## src/rtl/my_mod_pkg.sv

```systemverilog
// my_mod_pkg: shared widths and unsigned saturation helper for the scale-and-accumulate stage.
package my_mod_pkg;
  localparam int DATA_W_DEF = 9;
  typedef struct packed {
    logic [31:0] val;
    logic        ovf;
  } sat_t;
  // Wide enough that Y samples of (2^DATA_W-1)<<X never wrap.
  function automatic int acc_w(input int data_w, input int x, input int y);
    return data_w + x + $clog2(y) + 1;
  endfunction
  localparam int ACC_W_DEF = acc_w(DATA_W_DEF, 1, 2);
  function automatic sat_t sat_u(input logic [63:0] total, input int data_w);
    sat_t r;
    logic [63:0] max_v;
    max_v = (64'd1 << data_w) - 64'd1;
    r.ovf = total > max_v;
    r.val = 32'(r.ovf ? max_v : total);
    return r;
  endfunction
endpackage

```

## src/rtl/my_mod_acc.sv

```systemverilog
// my_mod_acc: window accumulator and sample counter; done flags the sample that completes a window.
module my_mod_acc
  import my_mod_pkg::*;
#(
  parameter int DATA_W = DATA_W_DEF,
  parameter int X      = 1,
  parameter int Y      = 2,
  parameter int ACC_W  = acc_w(DATA_W, X, Y)
) (
  input  logic              clk,
  input  logic              rst_n,
  input  logic              take,
  input  logic [DATA_W-1:0] sample,
  output logic              done,
  output logic [ACC_W-1:0]  total
);
  localparam int CNT_W = (Y > 1) ? $clog2(Y) : 1;
  logic [ACC_W-1:0] acc_q, acc_d, ext;
  logic [CNT_W-1:0] cnt_q, cnt_d;
  always_comb begin
    ext   = ACC_W'(sample) << X;
    total = acc_q + ext;
    done  = take && (cnt_q == CNT_W'(Y - 1));
    acc_d = done ? '0 : take ? total : acc_q;
    cnt_d = done ? '0 : take ? cnt_q + 1'b1 : cnt_q;
  end
  always_ff @(posedge clk or negedge rst_n) begin
    if (!rst_n) begin
      acc_q <= '0;
      cnt_q <= '0;
    end else begin
      acc_q <= acc_d;
      cnt_q <= cnt_d;
    end
  end
endmodule

```

## src/rtl/my_mod.sv

```systemverilog
// my_mod: windowed scale-and-accumulate with saturated result on a valid/ready output.
module my_mod
  import my_mod_pkg::*;
#(
  parameter int X      = 1,
  parameter int Y      = 2,
  parameter int DATA_W = DATA_W_DEF
) (
  input  logic              clk,
  input  logic              rst_n,
  input  logic [DATA_W-1:0] foo,
  input  logic              foo_valid,
  output logic              foo_ready,
  output logic [DATA_W-1:0] sum,
  output logic              sum_valid,
  input  logic              sum_ready,
  output logic              overflow
);
  localparam int ACC_W = acc_w(DATA_W, X, Y);
  logic              take, done, sat_ovf;
  logic [ACC_W-1:0]  total;
  logic [DATA_W-1:0] sum_q, sum_d, sat_val;
  logic              sum_valid_q, sum_valid_d, ovf_q, ovf_d;
  my_mod_acc #(.DATA_W(DATA_W), .X(X), .Y(Y), .ACC_W(ACC_W)) u_acc (
    .clk   (clk),
    .rst_n (rst_n),
    .take  (take),
    .sample(foo),
    .done  (done),
    .total (total)
  );
  // A completing window reloads the result even while the old one drains: no bubble.
  always_comb begin
    foo_ready            = !(sum_valid_q && !sum_ready);
    take                 = foo_valid && foo_ready;
    {sat_val, sat_ovf}   = (DATA_W + 1)'(sat_u(64'(total), DATA_W));
    sum_d                = done ? sat_val : sum_q;
    ovf_d                = done ? sat_ovf : ovf_q;
    sum_valid_d          = done ? 1'b1 : (sum_valid_q && sum_ready) ? 1'b0 : sum_valid_q;
  end
  always_ff @(posedge clk or negedge rst_n) begin
    if (!rst_n) begin
      sum_q       <= '0;
      ovf_q       <= 1'b0;
      sum_valid_q <= 1'b0;
    end else begin
      sum_q       <= sum_d;
      ovf_q       <= ovf_d;
      sum_valid_q <= sum_valid_d;
    end
  end
  assign sum       = sum_q;
  assign overflow  = ovf_q;
  assign sum_valid = sum_valid_q;
endmodule

```

## config.mk

```make
export PLATFORM = sky130hd
export DESIGN_NAME = my_mod
export DESIGN_NICKNAME = d
export VERILOG_FILES = /design/src/rtl/my_mod_pkg.sv /design/src/rtl/my_mod_acc.sv /design/src/rtl/my_mod.sv
export SDC_FILE = /design/constraint.sdc
export NUM_CORES = 1
export LEC_CHECK = 0
export CAP_MARGIN = 20
export CORE_ASPECT_RATIO = 0.7
export CORE_UTILIZATION = 45
export DETAILED_ROUTE_END_ITERATION = 6
export PLACE_DENSITY = 0.71
export SETUP_SLACK_MARGIN = 0.15
export SLEW_MARGIN = 40
export SYNTH_ARGS = -nofsm -noshare
export SYNTH_HDL_FRONTEND = slang
export SYNTH_SLANG_ARGS = --single-unit
```

## constraint.sdc

```tcl
create_clock -name clk -period 2.49 [get_ports clk]
set_input_delay 0.498 -clock clk [delete_from_list [all_inputs] [get_ports clk]]
set_output_delay 0.498 -clock clk [all_outputs]
set_load 0.005 [all_outputs]
```

==> results_dict.tcl <==
set metrics [dict create \
    status "finished clean" \
    syn-cell-area_sq_um 1370 \
    synth-edff-count 0 \
    ys_types 39 \
    tns_ns 0 \
    drc 0 \
    maxCapViolations 0 \
    layout_common_cells "buf_4 (27), dfrtp_1 (22), clkdlybuf4s50_1 (18)" \
    dieArea_sq_um 3280 \
    clock_latency_ns 0.28 \
    tritoncts "yes" \
    place_area_sq_um 1790 \
    finalSetupViolCount 0 \
    worstReg2RegStart "u_acc.acc_q[1]" \
    synth_seq_cells 22 \
    syn_nets 164 \
    ys_top_cells_by_area "dfrtp_1 (40%), ha_1 (8.2%), a41oi_1 (4.5%)" \
    die_y_microns 48.2 \
    crit_type "in2reg" \
    antenna_cells 0 \
    cts_buffer_depth 2 \
    layout_commonest_cell "buf_4" \
    grt_max_degree 23 \
    synth_top_area_share_pct 40.1 \
    yosys.area.top_type "dfrtp_1" \
    rr_endpoint "sum[4]" \
    clock.fmax_mhz 430 \
    dp_cells 218 \
    drive_gt1_share_pct 32.7 \
    fin_worst_skew_ns 0.0168 \
    stdcell_count 232 \
    p_leak_uw 0.000924 \
    tightest_slew_ns 0.637 \
    core_area_sq_um 2840 \
    crit_end "sum[4]" \
    area_delta_synth_final_pct 57.4 \
    postSynth.asyncResetShare_pct 100 \
    crit_required_ns 2.64 \
    min_period_ns 2.33 \
    htreeDepth 1 \
    hp-class "reg2reg" \
    p_per_area_nw_per_um2 1260 \
    cts-root-buf "clkbuf_8" \
    nNetsFinal 220 \
    ir_drop_mv 0.684 \
    die_x_microns 68.0 \
    fillers 189 \
    cp-start-kind "primary input" \
    final_hold_viol_count 0 \
    vias 1347 \
    post_drt_via_cell_ratio 5.81 \
    syn_area_per_cell_sq_um 9.73 \
    fin_crit_sh_pct 93.5 \
    gr-total-overflow 0 \
    fin_util_pct 75.9 \
    gp_congestion 0.865 \
    cts.sink_count 22 \
    routed_wirelength_microns 4230 \
    synthCells 141 \
    port_buffers 24 \
    wl_per_cell_microns 18.2 \
    grt_usage_pct 27.2 \
    holdBufCountCts 0 \
    drt_iter0_drc 90 \
    detail-route-antenna-nets 0 \
    antenna_found_initial 0 \
    synth_warnings 0 \
    dr.pass1.iters 4 \
    dpl.hpwl_microns 2680 \
    ff2ff_path_depth 9 \
    path_max_fanout 4 \
    slew_headroom_pct 57.4 \
    rrSetupSlack_ns 0.17 \
    seq_area_frac_synth_pct 40.1 \
    start_util_pct 48.2 \
    fp-row-count 16 \
    ios 25 \
    rsz0062_at_grt "yes" \
    crit_start "foo[0]" \
    grt_pass1_vias 1243 \
    final_cell_area_sq_um 2160 \
    p_total_uw 2720 \
    arrival_ns 2.47 \
    synth_ff_type "dfrtp_1" \
    grt_pass1_wl_microns 6260 \
    cp-end-kind "register" \
    numCtsBuffers 3 \
    clk_pin_slew_ns 0.09 \
    maxSlewViolCount 0 \
]
## what timing repair did
action,CTS,global route
resized for setup,21,24
gates cloned,2,0
endpoints found under the hold margin,0,0
setup endpoints to repair,13,15
pin swaps,15,14
setup buffers,6,2
## power by group
group / internal [uW] / switching [uW] / total, uW
Sequential: 506 / 146 / 652
Clock: 215 / 128 / 343
Combinational: 836 / 889 / 1730
Total: 1560 / 1160 / 2720
## registers in the layout, summed over array words and instances (netlist names)
signal and cells:
u_acc.acc_q 11, sum 9, sum_valid 1, u_acc.cnt_q 1
## final cells by class
class                   instances  area (sq um)  share of cell area, %
clock buffers                   3          41.3                   1.91
clock inverters                 1          30.0                   1.39
inverters                       8          30.0                   1.39
multi-input cells             108           976                   45.2
flip-flops and latches         22           551                   25.5
well taps                      36          45.0                   2.09
repair buffers                 54           485                   22.5
## worst max-delay path, stage by stage
cell,delay [ns]
clkdlybuf4s15_1,0.20
ha_4,0.18
fa_2,0.34
a21o_1,0.20
a221oi_4,0.24
buf_6,0.18
nor4_4,0.05
a2111oi_4,0.28
buf_4,0.21
a41oi_2,0.10
## kinds of logic after synthesis
group,after synthesis,synth area share (%)
compound gates,51,28.7
simple gates,41,13.8
flops,22,40.1
buf+inv,12,4.38
fa+ha+maj,10,9.67
xor+xnor,4,2.56
mux,1,0.730
## per-layer routing
layer	track usage, %	part of all wire (%)	wire (microns)	vias up
met1	36.8	47	2000	660
met5	0	0	0	-
met4	7.92	1.5	62	0
met3	6.54	4.3	182	8
met2	44.1	47	1990	39
li1	-	-	-	640
## cell usage after synthesis (3+ instances only)
master	count
a211oi_1	3
a21o_1	5
a21oi_1	4
a31oi_1	4
a41oi_1	7
dfrtp_1	22
ha_1	9
inv_1	8
nand2_1	15
nand3_1	3
nor2_1	12
nor4_1	3
o21ai_0	11
o31ai_1	3
## stage by stage
| step | setup WS [ns] | hold slack [ns] |
|---|---|---|
| 2_1_floorplan | 0.189 | 0.202 |
| 5_1_grt | 0.118 | 0.547 |
| 3_3_place_gp | -0.314 | 0.467 |
| 3_5_place_dp | -0.445 | 0.486 |
| 6_report | 0.162 | 0.520 |
| 4_1_cts | 0.0865 | 0.523 |
## worst min path at each step
stage	start	end	slack, ns	cells after the start
finish	u_acc.acc_q[7]	u_acc.acc_q[7]	0.52	2
global route	u_acc.acc_q[7]	u_acc.acc_q[7]	0.55	2
CTS	u_acc.acc_q[7]	u_acc.acc_q[7]	0.52	2
detailed placement	u_acc.acc_q[5]	u_acc.acc_q[5]	0.49	2
global placement	u_acc.acc_q[3]	u_acc.acc_q[3]	0.47	2
floorplan	rst_n	sum[0]	0.20	0
Note: power is estimated with default switching activity, not from simulation.
